`config.mk`:
```
export PLATFORM = sky130hd
export DESIGN_NAME = dmem_arbiter
export DESIGN_NICKNAME = d
export VERILOG_FILES = /design/src/rtl/dmem_arb_pkg.sv /design/src/rtl/rr_pick2.sv /design/src/rtl/dmem_arbiter.sv
export SDC_FILE = /design/constraint.sdc
export NUM_CORES = 1
export LEC_CHECK = 0
export CAP_MARGIN = 10
export CORE_AREA = 3 3 129 131
export DETAILED_ROUTE_END_ITERATION = 6
export DIE_AREA = 0 0 132 134
export GPL_ROUTABILITY_DRIVEN = 0
export PLACE_DENSITY_LB_ADDON = 0.2
export SYNTH_ARGS = -nofsm -noshare
export SYNTH_HDL_FRONTEND = slang
export SYNTH_SLANG_ARGS = --single-unit
```
`constraint.sdc`:
```
create_clock -name clk -period 3 [get_ports clk]
set_input_delay 0.6 -clock clk [delete_from_list [all_inputs] [get_ports clk]]
set_output_delay 0.6 -clock clk [all_outputs]
set_load 0.02 [all_outputs]
```
`src/rtl/dmem_arb_pkg.sv`:
```
// Shared types and default widths for the data-memory arbiter.
// The requester enum is also used as the round-robin "last granted" marker.
package dmem_arb_pkg;

    typedef enum logic {
        REQ_CPU = 1'b0,
        REQ_DBG = 1'b1
    } req_id_e;

    localparam int DMEM_DEF_AW = 32;
    localparam int DMEM_DEF_DW = 32;
    localparam int DMEM_DEF_CW = 16;

endpackage

```
`src/rtl/rr_pick2.sv`:
```
// Two-way round-robin picker with a 1-bit last-grant register.
// state | meaning
// ------+---------------------------------------------------
// CPU   | CPU granted most recently; DBG wins the next tie
// DBG   | DBG granted most recently (reset); CPU wins the next tie
module rr_pick2
    import dmem_arb_pkg::*;
(
    input  logic clk,
    input  logic reset,
    input  logic req_cpu,
    input  logic req_dbg,
    output logic gnt_cpu,
    output logic gnt_dbg
);

    req_id_e last;

    // Grants are combinational so a lone requester never loses a cycle;
    // reset suppresses any grant in the same cycle.
    always_comb begin
        gnt_cpu = 1'b0;
        gnt_dbg = 1'b0;
        if (!reset) begin
            if (req_cpu && req_dbg) begin
                if (last == REQ_DBG) begin
                    gnt_cpu = 1'b1;
                end else begin
                    gnt_dbg = 1'b1;
                end
            end else begin
                gnt_cpu = req_cpu;
                gnt_dbg = req_dbg;
            end
        end
    end

    always_ff @(posedge clk) begin
        if (reset) begin
            last <= REQ_DBG;
        end else if (gnt_cpu) begin
            last <= REQ_CPU;
        end else if (gnt_dbg) begin
            last <= REQ_DBG;
        end
    end

endmodule

```
`src/rtl/dmem_arbiter.sv`:
```
// Arbitrates the CPU MEM stage and the debug/loader port onto one
// single-port data memory; tracks read returns and counts grants.
module dmem_arbiter
    import dmem_arb_pkg::*;
#(
    parameter int AW = DMEM_DEF_AW,
    parameter int DW = DMEM_DEF_DW,
    parameter int CW = DMEM_DEF_CW
) (
    input  logic          clk,
    input  logic          reset,

    input  logic          cpu_req,
    input  logic          cpu_we,
    input  logic [AW-1:0] cpu_addr,
    input  logic [DW-1:0] cpu_wd,
    output logic          cpu_gnt,
    output logic          cpu_stall,
    output logic          cpu_rvalid,
    output logic [DW-1:0] cpu_rd,

    input  logic          dbg_req,
    input  logic          dbg_we,
    input  logic [AW-1:0] dbg_addr,
    input  logic [DW-1:0] dbg_wd,
    output logic          dbg_gnt,
    output logic          dbg_rvalid,
    output logic [DW-1:0] dbg_rd,

    output logic          mem_we,
    output logic [AW-1:0] mem_addr,
    output logic [DW-1:0] mem_wd,
    input  logic [DW-1:0] mem_rd,

    output logic [CW-1:0] cnt_cpu,
    output logic [CW-1:0] cnt_dbg
);

    logic    rd_pend;
    req_id_e rd_owner;
    logic    rd_issue;

    rr_pick2 u_pick (
        .clk     (clk),
        .reset   (reset),
        .req_cpu (cpu_req),
        .req_dbg (dbg_req),
        .gnt_cpu (cpu_gnt),
        .gnt_dbg (dbg_gnt)
    );

    assign cpu_stall = cpu_req & ~cpu_gnt;

    // Memory bus is zero whenever nobody holds the grant.
    always_comb begin
        mem_we   = 1'b0;
        mem_addr = '0;
        mem_wd   = '0;
        if (cpu_gnt) begin
            mem_we   = cpu_we;
            mem_addr = cpu_addr;
            mem_wd   = cpu_wd;
        end else if (dbg_gnt) begin
            mem_we   = dbg_we;
            mem_addr = dbg_addr;
            mem_wd   = dbg_wd;
        end
    end

    assign rd_issue = (cpu_gnt & ~cpu_we) | (dbg_gnt & ~dbg_we);

    always_ff @(posedge clk) begin
        if (reset) begin
            rd_pend  <= 1'b0;
            rd_owner <= REQ_CPU;
            cnt_cpu  <= '0;
            cnt_dbg  <= '0;
        end else begin
            rd_pend <= rd_issue;
            if (cpu_gnt) begin
                rd_owner <= REQ_CPU;
            end else if (dbg_gnt) begin
                rd_owner <= REQ_DBG;
            end
            if (cpu_gnt && !(&cnt_cpu)) begin
                cnt_cpu <= cnt_cpu + 1'b1;
            end
            if (dbg_gnt && !(&cnt_dbg)) begin
                cnt_dbg <= cnt_dbg + 1'b1;
            end
        end
    end

    // A read still in flight when reset rises is dropped, hence the gate.
    assign cpu_rvalid = ~reset & rd_pend & (rd_owner == REQ_CPU);
    assign dbg_rvalid = ~reset & rd_pend & (rd_owner == REQ_DBG);
    assign cpu_rd     = cpu_rvalid ? mem_rd : '0;
    assign dbg_rd     = dbg_rvalid ? mem_rd : '0;

endmodule

```
Word level (Yosys, flattened, before mapping). Cells that the tools add are included.

Register bits after elaboration: 35. Latch bits: 0. Bits in writable memories: 0. Memory bits (read-only): 0. Bits of input ports: 166. Output and inout port bits: 166. Logic and storage cells: 44. Memories: 0.

Add/subtract/negate cells: 2. $mul: 0. Div/mod/pow operators: 0. Magnitude comparators: 0. Equality and inequality tests: 0. Shift-type cells: 0. Multiplexer cells: 16. Bitwise gates (word level): 12. Reductions and logical operators: 9.

Operators by type and width (count): 32-bit two-way mux (6); 16-bit by 1-bit adder with 16-bit output (second input constant) (2); 16-bit AND reduction (2); 1-bit two-way mux (10); 1-bit AND (6); 1-bit inverter (5); 1-bit logical AND (3); 1-bit logical NOT (2); 2-bit nonzero test (1); 2-bit OR reduction (1); 1-bit OR (1).

Logic depth before layout (Yosys ltp). Gate-level depths: netlist of run 1.

Word-level depth: 5. Depth in mapped cells: 7. Depth with buffers taken out: 5.

Cells and area by module. A second synthesis of run 1 with hierarchy kept.

Cells, all modules: 352. Area total of the unflattened synthesis: 2781.4 um^2.

Modules (own cells, without submodules): dmem_arbiter (times used 1, cells an instance 345, area each 2723.9 um^2, sequential area each 680.7 um^2); rr_pick2 (times used 1, cells an instance 7, area each 57.6 um^2, sequential area each 20.0 um^2).

Worst setup path before layout of run 1. No wires, ideal clock.

Path kind: input to output. From: input port reset. To: output port mem_addr[24]. Arrival: 2.020 ns. Required time: 2.400 ns. Setup slack: 0.380 ns. Cell stages on the path: 6. Path buffers: 3. Path through: buf_6 or3_1 clkbuf_1 inv_2 clkbuf_1 a22o_1.

Elaborated cells between the ends (all ways): 4.

RTL lines: start, declared (RTL line dmem_arbiter.sv:11) `input logic reset,`; 1-bit two-way mux (RTL line rr_pick2.sv:24) `if (!reset) begin`; named net cpu_gnt (RTL line dmem_arbiter.sv:17) `output logic cpu_gnt,`; 32-bit two-way mux (RTL line dmem_arbiter.sv:59) `if (cpu_gnt) begin`; end, declared (RTL line dmem_arbiter.sv:31) `output logic [AW-1:0] mem_addr,`.

The timed path passes the listed nets, and every way through them passes these cells.

Worst setup path in the final report of run 1.
From: input port cpu_req. To: output port mem_wd[4].

Cells in the longest elaborated chain, start to end: 5. Elaborated cells between the ends (all ways): 7.

RTL lines: start, declared (RTL line dmem_arbiter.sv:13) `input logic cpu_req,`; 1-bit logical AND (RTL line rr_pick2.sv:25) `if (req_cpu && req_dbg) begin`; 1-bit two-way mux (RTL line rr_pick2.sv:25); 1-bit two-way mux (RTL line rr_pick2.sv:24); 32-bit two-way mux (RTL line dmem_arbiter.sv:63) `end else if (dbg_gnt) begin`; 32-bit two-way mux (*) (RTL line dmem_arbiter.sv:59); end, declared (RTL line dmem_arbiter.sv:32) `output logic [DW-1:0] mem_wd,`.

Every way passes the cells marked *; elsewhere a longest branch is shown, timed or not.

==> results of run 1 <==
-- worst min-delay path by stage --
stage,start,to,cells after the start
floorplan,rd_owner,rd_owner,2
global placement,rd_owner,rd_owner,2
detailed placement,rd_owner,rd_owner,2
CTS,rd_owner,rd_owner,2
global route,u_pick.last,u_pick.last,1
finish,rd_owner,rd_owner,2
-- routing by layer --
layer | vias to the layer above | routed length, um | GRT usage, %
li1 | 2061 | - | -
met1 | 1930 | 7030 | 22.3
met2 | 222 | 8220 | 30.2
met3 | 11 | 1600 | 6.38
met4 | 0 | 125 | 2.28
met5 | - | 0 | 0
-- registers in the layout, indices dropped and copies added (netlist names) --
name         count
rd_owner         1
cnt_cpu         16
rd_pend          1
u_pick.last      1
cnt_dbg         16
-- stage by stage --
| step | utilization [%] | TNS, ns |
|---|---|---|
| 2_1_floorplan | - | 0 |
| 3_3_place_gp | 42.3 | -19.70 |
| 4_1_cts | 42.4 | 0 |
| 6_report | 41.7 | 0 |
| 3_5_place_dp | 42.3 | -20.85 |
| 5_1_grt | 41.7 | 0 |
-- cells by family (layout without fill, tap and decap cells) --
logic type / after synthesis / count (layout)
muxes: 3 / 3
and+or+nand+nor: 150 / 150
adders and majority gates: 2 / 2
AOI/OAI and AO/OA: 129 / 129
DFF: 35 / 35
buffers and inverters: 42 / 371
-- repair_timing --
action	CTS	global route
pin swaps	0	1
gates resized for setup	142	91
cloned	0	1
setup buffers	0	1
setup endpoints to repair	122	63
-- cell usage in the layout (no fill, tap or decap), types with 9 or more instances in the layout --
cell type,count
sky130_fd_sc_hd__buf_12,12
sky130_fd_sc_hd__o21ai_0,10
sky130_fd_sc_hd__nand4_1,10
sky130_fd_sc_hd__dlygate4sd2_1,66
sky130_fd_sc_hd__a21oi_1,19
sky130_fd_sc_hd__clkbuf_2,45
sky130_fd_sc_hd__buf_4,22
sky130_fd_sc_hd__clkdlybuf4s15_1,9
sky130_fd_sc_hd__dfxtp_1,35
sky130_fd_sc_hd__a22o_1,63
sky130_fd_sc_hd__clkdlybuf4s50_1,197
sky130_fd_sc_hd__nand2_1,11
sky130_fd_sc_hd__and2_1,64
-- cell usage after synthesis, types with 3 or more instances --
master                      n
sky130_fd_sc_hd__a211oi_1   4
sky130_fd_sc_hd__a21oi_1   19
sky130_fd_sc_hd__a22o_1    65
sky130_fd_sc_hd__and2_1    64
sky130_fd_sc_hd__and4_1     3
sky130_fd_sc_hd__buf_2      6
sky130_fd_sc_hd__clkbuf_1  23
sky130_fd_sc_hd__dfxtp_1   35
sky130_fd_sc_hd__inv_1      8
sky130_fd_sc_hd__nand2_1   11
sky130_fd_sc_hd__nand2b_1   3
sky130_fd_sc_hd__nand3_1    7
sky130_fd_sc_hd__nand4_1   10
sky130_fd_sc_hd__nor2_1     8
sky130_fd_sc_hd__nor3_1     6
sky130_fd_sc_hd__nor4_1     6
sky130_fd_sc_hd__o21ai_0   10
sky130_fd_sc_hd__o311ai_0   7
sky130_fd_sc_hd__o31ai_1    8
sky130_fd_sc_hd__o41ai_1    7
sky130_fd_sc_hd__or3_1      6
sky130_fd_sc_hd__or4_1      7
-- final cells by class --
class	count	area, um2	share of cell area (%)
clock buffers	6	139	2.12
clock inverters	1	5.00	0.0764
inverters	9	36.3	0.554
multi-input cells	284	2070	31.7
flip-flops and latches	35	701	10.7
well taps	216	270	4.13
repair buffers	355	3320	50.8
-- power groups by stage --
| stage | combinational (mW) | sequential, mW | clock (mW) |
|---|---|---|---|
| finish | 0.639 | 0.477 | 0.518 |
| detailed placement | 0.690 | 0.487 | 0 |
| global route | 0.680 | 0.478 | 0.545 |
| floorplan | 0.228 | 0.489 | 0 |
| CTS | 0.648 | 0.477 | 0.529 |
| global placement | 0.686 | 0.487 | 0 |
-- critical path: stages --
cell	delay [ns]
sky130_fd_sc_hd__clkdlybuf4s50_1	0.51
sky130_fd_sc_hd__inv_1	0.07
sky130_fd_sc_hd__or3_4	0.38
sky130_fd_sc_hd__inv_4	0.11
sky130_fd_sc_hd__buf_12	0.14
sky130_fd_sc_hd__buf_4	0.16
sky130_fd_sc_hd__a22o_1	0.19
sky130_fd_sc_hd__buf_12	0.13
==> run metrics, run 1 <==
number of warnings reported in the yosys synthesis log=0; Final Hold Fails=0; top area cells in the synthesized netlist=sky130_fd_sc_hd__dfxtp_1 24%, sky130_fd_sc_hd__a22o_1 20%, sky130_fd_sc_hd__and2_1 14%, sky130_fd_sc_hd__a21oi_1 3.3%, sky130_fd_sc_hd__clkbuf_1 3.0%; RSZ-0062 raised after global routing=false; root buffer cell=sky130_fd_sc_hd__clkbuf_16; final setup violating endpoints=0; number of filler instances in the final layout=1595; CP Max Fanout=14; slew at the pin with the worst max-slew slack=0.800 ns; # H-tree levels=2; Final Cell Area=6550 um2; CP endpoint=mem_wd[4]; Synth Flop Type=sky130_fd_sc_hd__dfxtp_1; 1st-iter DRT viols=156; die area=17700 um2; share of the clock period used by the worst path=96.5%; HPWL Detailed=14100 um; total routing resource utilization after global routing=17.8%; Sw Ratio=29.2%; synthesized-area fraction occupied by and/or/nand/nor cells=33.6%; via count=4224; multiplexer area fraction after synthesis=1.12%; Critical Path Start=cpu_req; data required time at the worst endpoint=2.40 ns; count of flip-flops with a built-in enable after synthesis=0; ANT cells=0; class of the tightest hold or removal check=flip-flop to flip-flop; type of element launching the critical path=input port; CTS tree=built; portion of the post-synthesis area used by sequential elements=24.0%; static leakage=2.85 nW; switching component of the power=0.478 mW; Cell Rows=46; clock sink total=35; number of library cell types mapped by synthesis=50; Floorplan Core Area=15700 um2; Critical R2R Capture=cnt_cpu[11]; Fin Hold WS=0.492 ns; r2r worst-path depth=4; count of input and output buffers=331; element type at the critical path end=primary output; f_max=346 MHz; source-to-sink clock delay at the later pin of the worst-skew pair=0.28 ns; DRT Pass-1 Iters=4; total clock buffers created by CTS=5; combinational family with the most area after synthesis=compound AO/OA/AOI/OAI gates; Post-Syn Area=2920 um2; post-DR vias/cell=4.66; Yosys reg bits=35; clock transition at the registers of the reported paths=0.05 ns; status=finished clean; signal arrival time at the worst endpoint=2.29 ns; Worst Setup Slack, final=0.106 ns; worst reg2reg startpoint=cnt_cpu[4]; most area-hungry cell type in the Yosys netlist=sky130_fd_sc_hd__dfxtp_1; Bufs on Longest Clock Path=2; die extent in x=132 um; share of Yosys cell area claimed by the top area cell type=24.0%; max_slew headroom=46.2%; Post-DRT Antenna Nets=0; Max Transition Viols Final=0; fraction of registers with async set/reset=0%; instance count of the mapped netlist=361; Area growth, synth to finish=125%; Detailed Route WL=17000 um; Synth Net Count=529; dpl ws=-0.284 ns; compound-cell area share of the yosys netlist=34.4%; Period minus WS final=2.89 ns; cell count after placement=897; maximum vdd ir drop=0.175 mV; vias in the first global route=4193; height of the die=134 um; xor and xnor area share after synthesis=0%; total placed instance area=6650 um2; wire length of the first global-routing pass=25000 um; initial core utilization=18.6%; Avg Inst Size Synth=8.08 um2; average routed wire per standard cell=18.7 um; clock skew=0.00216 ns; reg-to-reg slack, setup=0.89 ns; internal power contribution=1.16 mW; number of nets at the end of the flow=858; fraction of final layout cells with drive strength greater than 1=15.8%; leftover overflow at the end of global routing=0; Clock Power Share=31.7%; combinational power share=39.1%; final standard cell count with taps included and fillers excluded=906; maximum number of pins on one net before global-route repair=36; hold buffer count at cts=0; critical setup path kind=input port to primary output; Top Ports=332; PwrDens=250 nW/um2; Max Cap Viol=0; adder and majority gate portion of the synthesized area=0.858%; DRC Markers=0; portion of total power attributed to sequential cells=29.2%; initial antenna violation count=0; post-layout power=1.63 mW
No activity file was read; power rests on OpenSTA's default activity.
==> inputs of run 2 (changes only) <==
CORE_AREA = 3 3 128 130   (was 3 3 129 131)
DIE_AREA = 0 0 131 133   (was 0 0 132 134)
DONT_BUFFER_PORTS = 1   (was default)
==> run metrics, run 2 (synthesized netlist as in run 1, its figures left out) <==
number of nets at the end of the flow=535 (was 858); cell count after placement=571 (was 897); Max Cap Viol=0 (unchanged); clock sink total=35 (unchanged); RSZ-0062 raised after global routing=false (unchanged); height of the die=133 um (was 134 um); HPWL Detailed=12200 um (was 14100 um); Setup TNS Final=0 ns (unchanged); final standard cell count with taps included and fillers excluded=579 (was 906); die area=17400 um2 (was 17700 um2); Cell Rows=45 (was 46); Period minus WS final=2.69 ns (was 2.89 ns); leftover overflow at the end of global routing=0 (unchanged); via count=3202 (was 4224); sequence of cells on the critical path=nor2b_1 -> or3_1 -> inv_2 -> buf_4 -> a22o_1 -> buf_4 (was clkdlybuf4s50_1 -> inv_1 -> or3_4 -> inv_4 -> buf_12 -> buf_4 -> a22o_1 -> buf_12); die extent in x=131 um (was 132 um); Max Transition Viols Final=0 (unchanged); clock transition at the registers of the reported paths=0.06 ns (was 0.05 ns); signal arrival time at the worst endpoint=2.09 ns (was 2.29 ns); Area growth, synth to finish=18.6% (was 125%); Crit path largest cell delay=0.35 ns (was 0.51 ns); slew at the pin with the worst max-slew slack=0.722 ns (was 0.800 ns); sequential cell area=701 um2 (unchanged); most common cell after layout, fill and taps aside=sky130_fd_sc_hd__a22o_1 (was sky130_fd_sc_hd__clkdlybuf4s50_1); total routing resource utilization after global routing=15.3% (was 17.8%); initial antenna violation count=1 (was 0); CTS tree=built (unchanged); Critical path buffers and inverters=3 (was 6); Bufs on Longest Clock Path=2 (unchanged); Final Cell Area=3460 um2 (was 6550 um2); PwrDens=374 nW/um2 (was 250 nW/um2); number of resized instances in the post-cts repair step=0 (was 142); share of the clock period used by the worst path=89.8% (was 96.5%); registers with the most flip-flops=cnt_cpu: 16 flops, cnt_dbg: 16 flops (unchanged); class of the tightest hold or removal check=input port to flip-flop (was flip-flop to flip-flop); Post-DRT Antenna Nets=0 (unchanged); Detailed Route WL=14900 um (was 17000 um); element type at the critical path end=primary output (unchanged); hold buffer count at cts=0 (unchanged); data required time at the worst endpoint=2.40 ns (about the same); largest delay contributor family on the critical path=buffers and inverters (unchanged); maximum number of pins on one net before global-route repair=48 (was 36); root buffer cell=sky130_fd_sc_hd__clkbuf_16 (unchanged); CP Max Fanout=15 (was 14); clock skew=0.00507 ns (was 0.00216 ns); type of element launching the critical path=input port (unchanged); static leakage=1.23 nW (was 2.85 nW); DRT Pass-1 Iters=4 (unchanged); source-to-sink clock delay at the later pin of the worst-skew pair=0.28 ns (about the same); total placed instance area=3320 um2 (was 6650 um2); 1st-iter DRT viols=175 (was 156); fraction of final layout cells with drive strength greater than 1=14.7% (was 15.8%); cell with the most instances on the worst path=sky130_fd_sc_hd__buf_4 (was sky130_fd_sc_hd__buf_12); Floorplan Core Area=15300 um2 (was 15700 um2); initial core utilization=19.1% (was 18.6%); critical setup path kind=input port to primary output (unchanged); post-layout power=1.29 mW (was 1.63 mW); Max stage delay cell, worst path=sky130_fd_sc_hd__or3_1 (was sky130_fd_sc_hd__clkdlybuf4s50_1); multi-input gate area in the final layout=2040 um2 (was 2070 um2); max_slew headroom=51.5% (was 46.2%); Top Ports=332 (unchanged); final setup violating endpoints=0 (unchanged); ANT cells=0 (unchanged); post-DR vias/cell=5.53 (was 4.66); f_max=371 MHz (was 346 MHz); status=finished clean (unchanged); vias in the first global route=2996 (was 4193); count of input and output buffers=0 (was 331); post-CTS setup buffer count=0 (unchanged); number of filler instances in the final layout=1671 (was 1595); total clock buffers created by CTS=5 (unchanged); wire length of the first global-routing pass=19900 um (was 25000 um); DRC Markers=0 (unchanged); commonest cells after routing, fill and taps aside=65 x sky130_fd_sc_hd__a22o_1, 64 x sky130_fd_sc_hd__and2_1, 35 x sky130_fd_sc_hd__dfxtp_1 (was 197 x sky130_fd_sc_hd__clkdlybuf4s50_1, 66 x sky130_fd_sc_hd__dlygate4sd2_1, 64 x sky130_fd_sc_hd__and2_1); Final Hold Fails=0 (unchanged); maximum vdd ir drop=0.200 mV (was 0.175 mV); # H-tree levels=2 (unchanged); average routed wire per standard cell=25.7 um (was 18.7 um)
## run 2: where the power goes
| part | leakage (nW) | internal [mW] | switching, mW |
|---|---|---|---|
| Combinational | 0.880 | 0.0986 | 0.204 |
| Clock | 0.0679 | 0.307 | 0.204 |
| Sequential | 0.283 | 0.471 | 0.00914 |
## run 2: routing by layer
| layer | vias up | track usage [%] | wire length, um |
|---|---|---|---|
| li1 | 1410 | - | - |
| met1 | 1554 | 20.7 | 6330 |
| met2 | 223 | 23.3 | 6700 |
| met3 | 13 | 5.77 | 1680 |
| met4 | 2 | 2.74 | 161 |
| met5 | - | 0 | 20 |
## run 2: path summary, 6_finish.rpt
path	start	endpoint	slack, ns	cells after the start
setup / recovery	dbg_req	mem_wd[6]	0.31	6
hold / removal	reset	cnt_dbg[0]	0.38	1
setup reg to reg	cnt_cpu[0]	cnt_cpu[14]	0.63	5
hold reg to reg	rd_owner	rd_owner	0.48	2
## run 2: area by class of cell
type                            count  area share [%]
Multi-Input combinational cell    284            59.1
Sequential cell                    35            20.3
Timing Repair Buffer               32            8.03
Tap cell                          211            7.64
Clock buffer                        7            3.84
Inverter                            9           0.977
Clock inverter                      1           0.145
## run 2: stage by stage
stage               worst slack, ns  hold slack (ns)  util (%)
floorplan                     0.380            0.445         -
finish                        0.306            0.384      22.7
detailed placement            0.299            0.471      21.8
global route                  0.221            0.369      22.7
global placement              0.339            0.462      21.8
CTS                           0.295            0.378      22.7
